### src/rtl/seq_multiplier_param_if.sv
// Request/response bundle for seq_multiplier_param.
// signed_mode exists only when MULT_SIGNED_EN is defined.
interface seq_multiplier_param_if #(
  parameter int WIDTH = 4
);
  logic                 start;
  logic [WIDTH-1:0]     multiplier;
  logic [WIDTH-1:0]     multiplicand;
`ifdef MULT_SIGNED_EN
  logic                 signed_mode;
`endif
  logic                 busy;
  logic                 done;
  logic [2*WIDTH-1:0]   product;

  modport master (
`ifdef MULT_SIGNED_EN
    output signed_mode,
`endif
    output start,
    output multiplier,
    output multiplicand,
    input  busy,
    input  done,
    input  product
  );

  modport slave (
`ifdef MULT_SIGNED_EN
    input  signed_mode,
`endif
    input  start,
    input  multiplier,
    input  multiplicand,
    output busy,
    output done,
    output product
  );
endinterface

### src/rtl/seq_multiplier_param.sv
// Shift-add sequential multiplier, one partial product per clock.
// Optional two's-complement mode: define MULT_SIGNED_EN.
module seq_multiplier_param #(
  parameter int WIDTH = 4,
  parameter int CNT_W = $clog2(WIDTH)
) (
  input logic clk,
  input logic rst,
  seq_multiplier_param_if.slave bus
);

  localparam int PW = 2 * WIDTH;

  localparam logic [1:0] IDLE = 2'd0;
  localparam logic [1:0] CALC = 2'd1;
  localparam logic [1:0] DONE = 2'd2;

  logic [1:0]       state_q, state_d;
  logic [PW-1:0]    acc_q, acc_d;
  logic [WIDTH-1:0] mr_q, mr_d;
  logic [WIDTH-1:0] md_q, md_d;
  logic [CNT_W-1:0] cnt_q, cnt_d;
  logic             done_q, done_d;
  logic [PW-1:0]    prod_q, prod_d;

  logic [WIDTH:0]   sum;
  logic [WIDTH-1:0] a_ld, b_ld;
  logic [PW-1:0]    res;

`ifdef MULT_SIGNED_EN
  logic neg_q, neg_d;
  logic a_neg, b_neg;

  // Magnitudes go through the unsigned core; sign is restored at the end.
  assign a_neg = bus.signed_mode & bus.multiplier[WIDTH-1];
  assign b_neg = bus.signed_mode & bus.multiplicand[WIDTH-1];
  assign a_ld  = a_neg ? -bus.multiplier : bus.multiplier;
  assign b_ld  = b_neg ? -bus.multiplicand : bus.multiplicand;
  assign res   = neg_q ? -acc_q : acc_q;
`else
  assign a_ld = bus.multiplier;
  assign b_ld = bus.multiplicand;
  assign res  = acc_q;
`endif

  // Carry out of the upper half is shifted back into the accumulator.
  assign sum = {1'b0, acc_q[PW-1:WIDTH]}
             + {1'b0, (mr_q[0] ? md_q : '0)};

  always_comb begin
    state_d = state_q;
    acc_d   = acc_q;
    mr_d    = mr_q;
    md_d    = md_q;
    cnt_d   = cnt_q;
    prod_d  = prod_q;
    done_d  = 1'b0;
`ifdef MULT_SIGNED_EN
    neg_d   = neg_q;
`endif
    case (state_q)
      IDLE: begin
        if (bus.start) begin
          mr_d    = a_ld;
          md_d    = b_ld;
          acc_d   = '0;
          cnt_d   = '0;
          state_d = CALC;
`ifdef MULT_SIGNED_EN
          neg_d   = a_neg ^ b_neg;
`endif
        end
      end
      CALC: begin
        acc_d = {sum, acc_q[WIDTH-1:1]};
        mr_d  = mr_q >> 1;
        cnt_d = cnt_q + CNT_W'(1);
        if (cnt_q == CNT_W'(WIDTH - 1)) begin
          state_d = DONE;
        end
      end
      DONE: begin
        prod_d  = res;
        done_d  = 1'b1;
        state_d = IDLE;
      end
      default: state_d = IDLE;
    endcase
  end

  always_ff @(posedge clk or negedge rst) begin
    if (!rst) begin
      state_q <= IDLE;
      acc_q   <= '0;
      mr_q    <= '0;
      md_q    <= '0;
      cnt_q   <= '0;
      prod_q  <= '0;
      done_q  <= 1'b0;
    end else begin
      state_q <= state_d;
      acc_q   <= acc_d;
      mr_q    <= mr_d;
      md_q    <= md_d;
      cnt_q   <= cnt_d;
      prod_q  <= prod_d;
      done_q  <= done_d;
    end
  end

`ifdef MULT_SIGNED_EN
  always_ff @(posedge clk or negedge rst) begin
    if (!rst) begin
      neg_q <= 1'b0;
    end else begin
      neg_q <= neg_d;
    end
  end
`endif

  assign bus.busy    = (state_q != IDLE);
  assign bus.done    = done_q;
  assign bus.product = prod_q;

endmodule

### src/flat_wrapper.sv
// flat-port wrapper written by rule: the top's interface ports become plain ports
module seq_multiplier_param_flat 
#(
  parameter int WIDTH = 4,
  parameter int CNT_W = $clog2(WIDTH)
)
  (clk, rst, bus_start, bus_multiplier, bus_multiplicand, bus_busy, bus_done, bus_product);
  seq_multiplier_param_if #(.WIDTH(WIDTH)) bus_i ();
  input logic clk;
  input logic rst;
  input wire logic [$bits(bus_i.start)-1:0] bus_start;
  input wire logic [$bits(bus_i.multiplier)-1:0] bus_multiplier;
  input wire logic [$bits(bus_i.multiplicand)-1:0] bus_multiplicand;
  output wire logic [$bits(bus_i.busy)-1:0] bus_busy;
  output wire logic [$bits(bus_i.done)-1:0] bus_done;
  output wire logic [$bits(bus_i.product)-1:0] bus_product;
  assign bus_i.start = bus_start;
  assign bus_i.multiplier = bus_multiplier;
  assign bus_i.multiplicand = bus_multiplicand;
  assign bus_busy = bus_i.busy;
  assign bus_done = bus_i.done;
  assign bus_product = bus_i.product;
  seq_multiplier_param #(.WIDTH(WIDTH), .CNT_W(CNT_W)) u_core (.clk(clk), .rst(rst), .bus(bus_i));
endmodule
### config.mk
export PLATFORM = sky130hd
export DESIGN_NAME = seq_multiplier_param_flat
export DESIGN_NICKNAME = d
export VERILOG_FILES = /design/src/rtl/seq_multiplier_param_if.sv /design/src/rtl/seq_multiplier_param.sv /design/src/flat_wrapper.sv
export SDC_FILE = /design/constraint.sdc
export NUM_CORES = 1
export LEC_CHECK = 0
export ABC_AREA = 1
export ABC_CLOCK_PERIOD_IN_PS = 3800
export CORE_MARGIN = 2
export CORE_UTILIZATION = 56
export CTS_CLUSTER_DIAMETER = 150
export DETAILED_ROUTE_END_ITERATION = 8
export PLACE_DENSITY = 0.83
export SYNTH_ARGS = -nofsm -noshare
export SYNTH_HDL_FRONTEND = slang
export SYNTH_SLANG_ARGS = --single-unit
### constraint.sdc
create_clock -name clk -period 3.8 [get_ports clk]
set_clock_uncertainty 0.1 [all_clocks]
set_input_delay 0.38 -clock clk [delete_from_list [all_inputs] [get_ports clk]]
set_output_delay 0.38 -clock clk [all_outputs]
set_load 0.02 [all_outputs]
Yosys cells after proc, flatten, opt, wreduce, memory -nomap -nowiden --
Index checks and enable logic that the tools add are counted.
Storage, ports and cells: register bits after elaboration 29, output and inout bits 10
Operators by class: add/subtract/negate cells 2, equality and inequality tests 5, muxes and demuxes 11, reduce and logical (&&, ||, !) cells 6
Operators by type and width (number):
- 8-bit one-hot mux with 2 select lines | 1
- 4-bit 2-to-1 mux | 2
- 8-bit 2-to-1 mux | 1
- 2-bit one-hot mux with 2 select lines | 2
- 4-bit one-hot mux with 2 select lines | 1
- 2-bit 2-to-1 mux | 3
- 2-bit AND reduction | 3
- 4-bit by 4-bit adder with 5-bit output | 1
- 2-bit == test, second input constant | 2
- 2-bit nonzero test | 2
- 2-bit by 1-bit adder with 2-bit output, second input constant | 1
- 2-bit by 1-bit == test with 1-bit output, second input constant | 1
- 2-bit logical NOT | 1
- 2-bit by 1-bit != test with 1-bit output, second input constant | 1
- 2-bit != test, second input constant | 1
- 1-bit 2-to-1 mux | 1

Longest topological paths before layout --
Gate-level depths: netlist of the first run.
depth after elaboration 3, gate-level depth with buffers 8, mapped depth without buffers 8

Worst setup path before layout of the first run --
Ideal clock, no wire load.
kind flip-flop to flip-flop, start register u_core.mr_q[0], end register u_core.acc_q[7], setup time 0.074 ns, data arrival time 1.432 ns, required time 3.626 ns, path slack 2.194 ns, stages on the path, launching flop included 9, buffers on the path 0, cell sequence dfrtp_1 -> nand2_1 -> inv_1 -> ha_1 -> inv_1 -> fa_1 -> o21ai_0 -> nand2_1 -> o21ai_2
On the way: longest elaborated chain between the ends 3
RTL lines:
- from (decl) | RTL line seq_multiplier_param.sv:20 | logic [WIDTH-1:0] mr_q, mr_d;
- from (signal assigned) | RTL line seq_multiplier_param.sv:103 | mr_q <= mr_d;
- 4-bit 2-to-1 mux | RTL line seq_multiplier_param.sv:48 | + {1'b0, (mr_q[0] ? md_q : '0)};
- 4-bit by 4-bit adder with 5-bit output | RTL line seq_multiplier_param.sv:48
- 8-bit one-hot mux with 2 select lines | RTL line seq_multiplier_param.sv:61 | case (state_q)
- to (signal assigned) | RTL line seq_multiplier_param.sv:94 | acc_q <= '0;
- to (signal assigned) | RTL line seq_multiplier_param.sv:102 | acc_q <= acc_d;
- to (decl) | RTL line seq_multiplier_param.sv:19 | logic [PW-1:0] acc_q, acc_d;
No other way between the ends. A chain may end at the register's enable or synchronous reset.

Worst setup path after layout of the first run --
start register u_core.state_q[0], end output port bus_busy
On the way: longest elaborated chain between the ends 1
RTL lines:
- from (decl) | RTL line seq_multiplier_param.sv:18 | logic [1:0] state_q, state_d;
- from (signal assigned) | RTL line seq_multiplier_param.sv:101 | state_q <= state_d;
- 2-bit nonzero test | RTL line seq_multiplier_param.sv:121 | assign bus.busy = (state_q != IDLE);
- to (decl) | RTL line flat_wrapper.sv:14 | output wire logic [$bits(bus_i.busy)-1:0] bus_busy;
No other way between the ends.

==> metrics.yaml, run 1 <==
synth:
  yosysSeqAreaShare: 0.535
  synthFlopType: "dfrtp_1"
  yosys-top-cells-count: "nand2_1, dfrtp_1, inv_1"
  synth_top_area_frac: 0.535
  synth_area_leaders: "dfrtp_1, nand2_1, inv_1"
  synth_edf_count: 0
  syn_inst: 145
  ys_ff_latch: 29
  yosysTopAreaCell: "dfrtp_1"
  syn-num-nets: 162
  yosysUniqueCellTypes: 18
  netlist_area_sq_um: 1360
  async_reset_ff_frac: 1.00
  syn_area_per_cell_sq_um: 9.36
  yosysWarnings: 0
  yosysMostFrequentCell: "nand2_1"
clock_network:
  root_buffer: "clkbuf_4"
  insertion_delay_ns: 0.33
  cts_setup_buffers: 0
  clock_sinks: 29
  cts_hold_buf: 0
  cts_tree: "done"
  clockBufferDepth: 2
  cts_made_buffers: 5
  clkTransAtPathRegs_ns: 0.09
  cts_resized: 0
  htreeDepth: 2
floorplanning:
  num_rows: 17
  start_util: 0.602
  die_h_um: 53.2
  core_region_area_sq_um: 2250
  fp.dieW_um: 53.2
  io_pins: 21
  fp.dieArea_sq_um: 2830
drt:
  ant_nets: 0
  vias_per_cell: 5.26
  wl_met3_um: 146
  wl_met2_um: 1220
  top_layer: "met4"
  num_vias: 1042
  wl_met1_um: 1020
  wire_per_inst_um: 12.3
  first_pass_iters: 4
  drt_iter0_drc: 20
  routed_wl_um: 2430
  route.detailed.drc: 0
finish:
  diodes: 0
  final_util: 0.719
  ff_latch_area_sq_um: 726
  num-nets-final: 187
  fillers: 189
  layout-drive-gt1-share: 0.135
  area_growth_pct: 19.4
  multiInputGateArea_sq_um: 493
  stdcell_area_sq_um: 1620
grt:
  grt-ovfl-total: 0
  antenna_found_initial: 0
  grt_pass1_wl_um: 4160
  grt_max_degree: 30
  track_usage: 0.219
  grt_pass1_vias: 959
setup_path:
  cp-end-kind: "output pin"
  critPathSlowestCell: "clkdlybuf4s50_1"
  crit_fanout: 4
  reg2reg_from: "u_core.mr_q[0]"
  r2r-end: "u_core.acc_q[7]"
  cp_cell_sequence: "inv_1, nand2_1, clkdlybuf4s50_1"
  reg2reg_slack_ns: 2.01
  slowest_delay_ns: 0.59
  arrival_ns: 1.51
  critPathKind: "reg2out"
  critical_path_buf_inv_count: 2
  r2r_cells: 8
  critPathTopFamily: "buffers and inverters"
  worstSetupStartpointType: "flip-flop"
  required_ns: 3.32
placement:
  numPortBuffers: 20
  place_hpwl_um: 1840
  place_area_sq_um: 1570
  gp_congestion: 0.811
timing:
  period_share: 0.524
  setup_viol: 0
  slew_headroom: 0.767
  grt_setup_unrepaired: "no"
  hold_viol_final: 0
  setup-tns-final_ns: 0
  fmax_ghz: 0.502
  min_period_ns: 1.99
  tightest_slew_ns: 0.348
  drv_slew: 0
worst_hold_path:
  hp-class: "in2async"
power_and_ir_drop:
  power_density_nw_per_um2: 752
  ir_drop_mv: 0.589
  leakagePower_uw: 0.000802
run:
  cap_viol_max_count: 0
outcome:
  status: "complete, no violations"
-- per-stage QoR --
step	total power [uW]	setup WS [ns]	instances	hold WS (ns)
detailed placement	1040	2.03	191	0.375
CTS	1230	1.79	198	0.334
global route	1330	1.74	198	0.335
finish	1220	1.81	198	0.325
global placement	1010	2.14	191	0.355
floorplan	884	2.19	145	-0.0156
-- cells by family after synthesis --
kind of cell	share of synthesized area
AOI/OAI and AO/OA	0.166
adders and majority gates	0.0608
buffers and inverters	0.102
DFF	0.535
and+or+nand+nor	0.136
-- metal layers --
layer,track usage,up-vias
li1,-,507
met2,0.362,38
met4,0.0855,0
met5,0,-
met1,0.239,488
met3,0.105,9
-- cell type report --
class / count / share of cell area
Clock buffer: 7 / 0.0340
Inverter: 28 / 0.0648
Multi-Input combinational cell: 85 / 0.304
Sequential cell: 29 / 0.448
Tap cell: 28 / 0.0216
Timing Repair Buffer: 21 / 0.128
-- where the power goes --
group          leakage [uW]  switching [uW]  internal, uW
logic              0.000395             324           215
clock network     0.0000314             102          87.2
registers          0.000376            63.3           427
total              0.000802             489           730
-- flip-flops by register name, indices dropped and copies added, names as in the netlist --
name,count
u_core.acc_q,8
u_core.bus.product,8
u_core.md_q,4
u_core.mr_q,4
u_core.cnt_q,2
u_core.state_q,2
u_core.bus.done,1
-- how the worst max path moves through the flow --
stage / from / to / slack [ns] / cells after the start
2_1_floorplan: u_core.mr_q[0] / u_core.acc_q[7] / 2.19 / 8
3_3_place_gp: bus_start / u_core.mr_q[3] / 2.14 / 5
3_5_place_dp: u_core.mr_q[0] / u_core.acc_q[5] / 2.03 / 7
4_1_cts: u_core.state_q[0] / bus_busy / 1.79 / 3
5_1_grt: u_core.state_q[0] / bus_busy / 1.74 / 3
6_report: u_core.state_q[0] / bus_busy / 1.81 / 3
-- placed cells by master, fill, tap and decap left out, drive strengths merged, types with 3 or more instances in the layout --
cell type      netlist  final
o22ai                4      4
ha                   5      5
clkbuf               0      7
nand3                6      6
dfrtp               29     29
o21ai               25     25
inv                 28     28
nor2                 3      3
nand2               37     37
clkdlybuf4s50        0     20
a21oi                3      3
Note: power is estimated with default switching activity, not from simulation.
==> inputs of run 2 (changes only) <==
Settings changed: ABC_CLOCK_PERIOD_IN_PS 3800 to 2100, CORE_UTILIZATION 56 to 52, PLACE_DENSITY 0.83 to 0.77.
Clock period 3.8 ns to 2.1 ns, I/O delays scaled along.
==> run 2 against run 1 <==
Final area rose by 0.15%. Combinational power grew 78%. Flip-flop and latch count unchanged. Wire length shrank 7.5%. Non-clock buffer count is the same. Hold slack worse by 0.17 ns. Critical endpoint unchanged. Largest power group unchanged.
==> metrics.yaml, run 2 (synthesis gave the netlist of run 1 again) <==
outcome:
  status: "complete, no violations"
clock_network:
  cts_tree: "done"
  cts_resized: 0
  clock_sinks: 29
  insertion_delay_ns: 0.32
  cts_made_buffers: 5
  cts_setup_buffers: 0
  clockBufferDepth: 2
  cts_hold_buf: 0
  clkTransAtPathRegs_ns: 0.08
  root_buffer: "clkbuf_4"
  htreeDepth: 2
placement:
  place_hpwl_um: 1660
  gp_congestion: 0.761
  numPortBuffers: 20
  dp_cells: 193
timing:
  grt_setup_unrepaired: "no"
  hold_viol_final: 0
  slew_headroom: 0.762
  fin_hold_ws_ns: 0.159
  setup-tns-final_ns: 0
  tightest_slew_ns: 0.358
  period_share: 0.854
  min_period_ns: 1.79
  fmax_ghz: 0.558
  drv_slew: 0
  setup_viol: 0
setup_path:
  critPathKind: "reg2out"
  crit_end: "bus_busy"
  r2r-end: "u_core.acc_q[7]"
  crit_fanout: 4
  reg2reg_slack_ns: 0.36
  required_ns: 1.79
  cp-end-kind: "output pin"
  worstSetupStartpointType: "flip-flop"
  crit_path_start: "u_core.state_q[0]"
  reg2reg_from: "u_core.mr_q[0]"
  arrival_ns: 1.48
  r2r_cells: 8
finish:
  multiInputGateArea_sq_um: 493
  num-nets-final: 187
  final_cell_mix: "nand2_1, dfrtp_1, inv_1"
  final_common_cell: "nand2_1"
  final_cells: 200
  area_growth_pct: 19.6
  layout-drive-gt1-share: 0.135
  fillers: 211
  final_util: 0.656
  ff_latch_area_sq_um: 726
  diodes: 0
floorplanning:
  fp.dieW_um: 55.1
  io_pins: 21
  fp.dieArea_sq_um: 3040
  start_util: 0.548
  num_rows: 18
  core_region_area_sq_um: 2480
  die_h_um: 55.1
drt:
  ant_nets: 0
  routed_wl_um: 2250
  vias_per_cell: 4.85
  drt_iter0_drc: 2
  first_pass_iters: 3
  wire_per_inst_um: 11.3
  route.detailed.drc: 0
  num_vias: 970
grt:
  track_usage: 0.185
  grt_pass1_vias: 954
  grt_max_degree: 30
  antenna_found_initial: 0
  grt-ovfl-total: 0
  grt_pass1_wl_um: 3830
power_and_ir_drop:
  leakagePower_uw: 0.000802
  power_uw: 2180
  ir_drop_mv: 1.01
  power_density_nw_per_um2: 1340
worst_hold_path:
  hp-class: "in2async"
run:
  cap_viol_max_count: 0
-- run 2: cell counts in the layout (fill, tap and decap cells not counted) --
Identical to the previous run, type by type.
-- run 2: worst min path at each step --
stage | from | to | slack, ns | cells after the start
6_report | rst | u_core.bus.product[1] | 0.16 | 2
5_1_grt | rst | u_core.acc_q[7] | 0.22 | 2
4_1_cts | rst | u_core.bus.product[0] | 0.16 | 2
3_5_place_dp | u_core.bus.product[6] | u_core.bus.product[6] | 0.36 | 2
3_3_place_gp | u_core.bus.product[6] | u_core.bus.product[6] | 0.36 | 2
2_1_floorplan | rst | u_core.acc_q[0] | -0.19 | 0
-- run 2: cell type report --
type                       count  share of cell area
multi-input combinational     85               0.304
sequential                    29               0.447
timing repair buffer          21               0.128
tap                           30              0.0231
clock buffer                   7              0.0339
inverter                      28              0.0647
-- run 2: layer usage --
metal  GRT usage  share of wire  wire length (um)  vias to the layer above
met3      0.0806          0.057               129                        4
li1            -              -                 -                      507
met4      0.0691          0.015                33                        0
met2       0.310           0.48              1090                       22
met1       0.209           0.44              1000                      437
met5           0              0                 0                        -
-- run 2: critical path: stages (launching register included) --
cell and delay [ns]:
dfrtp_1 0.43, inv_1 0.07, nand2_1 0.06, clkdlybuf4s50_1 0.60
-- run 2: power breakdown --
group,switching (uW),total (uW),internal [uW]
combinational,569,959,389
clock,170,327,158
sequential,116,889,773
-- run 2: per-stage QoR --
stage          setup slack [ns]  instance area (sq um)
5_1_grt                   0.228                   1620
6_report                  0.307                   1620
2_1_floorplan             0.494                   1360
3_5_place_dp              0.387                   1570
4_1_cts                   0.288                   1620
3_3_place_gp              0.441                   1570
==> inputs of run 3 (changes only) <==
Settings changed: PLACE_DENSITY 0.77 to 0.83.
==> run 3 against run 2 <==
Fmax decreased by 0.35%. Flip-flop and latch count unchanged. Core utilization unchanged. Sequential share of layout area unchanged. Non-clock buffer count unchanged. Cell count unchanged. Total power increased by 1.3%. Global-route usage increased by 1.9 points. Wire length increased by 8.1%. Critical path depth unchanged.
==> metrics.yaml, run 3 (synthesis gave the netlist of run 1 again) <==
timing:
  tightest_slew_ns: 0.352
  hold_viol_final: 0
  setup_viol: 0
  fmax_ghz: 0.556
  period_share: 0.857
  grt_setup_unrepaired: "no"
  setup-tns-final_ns: 0
  min_period_ns: 1.80
  slew_headroom: 0.765
  timing.final.ws_setup_ns: 0.301
  drv_slew: 0
finish:
  final_util: 0.656
  area_growth_pct: 19.6
  final_common_cell: "nand2_1"
  diodes: 0
  num-nets-final: 187
  final_cell_mix: "nand2_1, dfrtp_1, inv_1"
  stdcell_area_sq_um: 1620
  layout-drive-gt1-share: 0.135
setup_path:
  critPathKind: "reg2out"
  critPathSlowestCell: "clkdlybuf4s50_1"
  r2r-end: "u_core.acc_q[7]"
  reg2reg_from: "u_core.mr_q[0]"
  slowest_delay_ns: 0.59
  worstSetupStartpointType: "flip-flop"
  required_ns: 1.79
  reg2reg_slack_ns: 0.34
  r2r_cells: 8
  arrival_ns: 1.49
  cp_cell_sequence: "inv_1, nand2_1, clkdlybuf4s50_1"
  cp-end-kind: "output pin"
  crit_fanout: 4
grt:
  grt-ovfl-total: 0
  track_usage: 0.204
  grt_pass1_wl_um: 4240
  grt_pass1_vias: 1002
  antenna_found_initial: 0
  grt_max_degree: 30
floorplanning:
  die_h_um: 55.1
  io_pins: 21
  start_util: 0.548
  num_rows: 18
  fp.dieArea_sq_um: 3040
  fp.dieW_um: 55.1
  core_region_area_sq_um: 2480
clock_network:
  clockBufferDepth: 2
  clock_sinks: 29
  cts_resized: 0
  cts_setup_buffers: 0
  htreeDepth: 2
  cts_hold_buf: 0
  cts_made_buffers: 5
  insertion_delay_ns: 0.32
  clkTransAtPathRegs_ns: 0.08
  cts_tree: "done"
  root_buffer: "clkbuf_4"
drt:
  routed_wl_um: 2430
  wl_met2_um: 1230
  num_vias: 1028
  first_pass_iters: 4
  drt_iter0_drc: 17
  vias_per_cell: 5.14
  wire_per_inst_um: 12.2
  top_layer: "met4"
  wl_met1_um: 1020
  ant_nets: 0
  wl_met3_um: 134
  route.detailed.drc: 0
power_and_ir_drop:
  seq_power_share: 0.403
  ir_drop_mv: 1.03
  switching_share: 0.401
  leakagePower_uw: 0.000802
  switchingPower_uw: 883
  power_density_nw_per_um2: 1360
  p_int_uw: 1320
  comb_power_share: 0.446
  clockPowerShare: 0.151
worst_hold_path:
  hp-class: "in2async"
run:
  cap_viol_max_count: 0
placement:
  place_hpwl_um: 1830
  numPortBuffers: 20
  dpl_worst_slack_ns: 0.351
  place_area_sq_um: 1570
  gp_congestion: 0.773
outcome:
  status: "complete, no violations"
run 3: cell counts in the layout (fill, tap and decap cells not counted):
No cell type changed its count.
run 3: final cells by class:
type	count	area [sq um]
Multi-Input combinational cell	85	493
Fill cell	208	853
Timing Repair Buffer	21	208
Inverter	28	105
Tap cell	30	37.5
Clock buffer	7	55.1
Sequential cell	29	726
run 3: worst max-delay path by stage:
stage,start,to,slack (ns),depth (start not counted)
5_1_grt,u_core.mr_q[0],u_core.acc_q[7],0.23,8
3_3_place_gp,u_core.mr_q[0],u_core.acc_q[7],0.44,8
4_1_cts,u_core.state_q[0],bus_busy,0.27,3
6_report,u_core.state_q[0],bus_busy,0.30,3
3_5_place_dp,u_core.mr_q[0],u_core.acc_q[7],0.35,8
2_1_floorplan,u_core.mr_q[0],u_core.acc_q[7],0.49,8
run 3: metal layers:
metal | track usage | up-vias
met3 | 0.0591 | 8
met5 | 0 | -
met4 | 0.102 | 0
met1 | 0.220 | 481
li1 | - | 509
met2 | 0.363 | 30
run 3: critical path, delay by kind of cell, from the launching register on:
| family | cells | cell delay, ns |
|---|---|---|
| buffers and inverters | 2 | 0.68 |
| DFF | 1 | 0.42 |
| and+or+nand+nor | 1 | 0.06 |
run 3: stage by stage:
step / hold WS [ns] / std cells / total power (uW)
after floorplan: -0.186 / 145 / 1600
after global placement: 0.355 / 193 / 1830
after detailed placement: 0.360 / 193 / 1890
after CTS: 0.159 / 200 / 2230
after global routing: 0.205 / 200 / 2380
final: 0.154 / 200 / 2200
run 3: power groups by stage:
stage	Sequential (uW)	Combinational (uW)	Clock [uW]
floorplan	954	646	0
global placement	891	936	0
detailed placement	900	986	0
CTS	890	992	346
global route	912	1100	369
finish	889	983	332
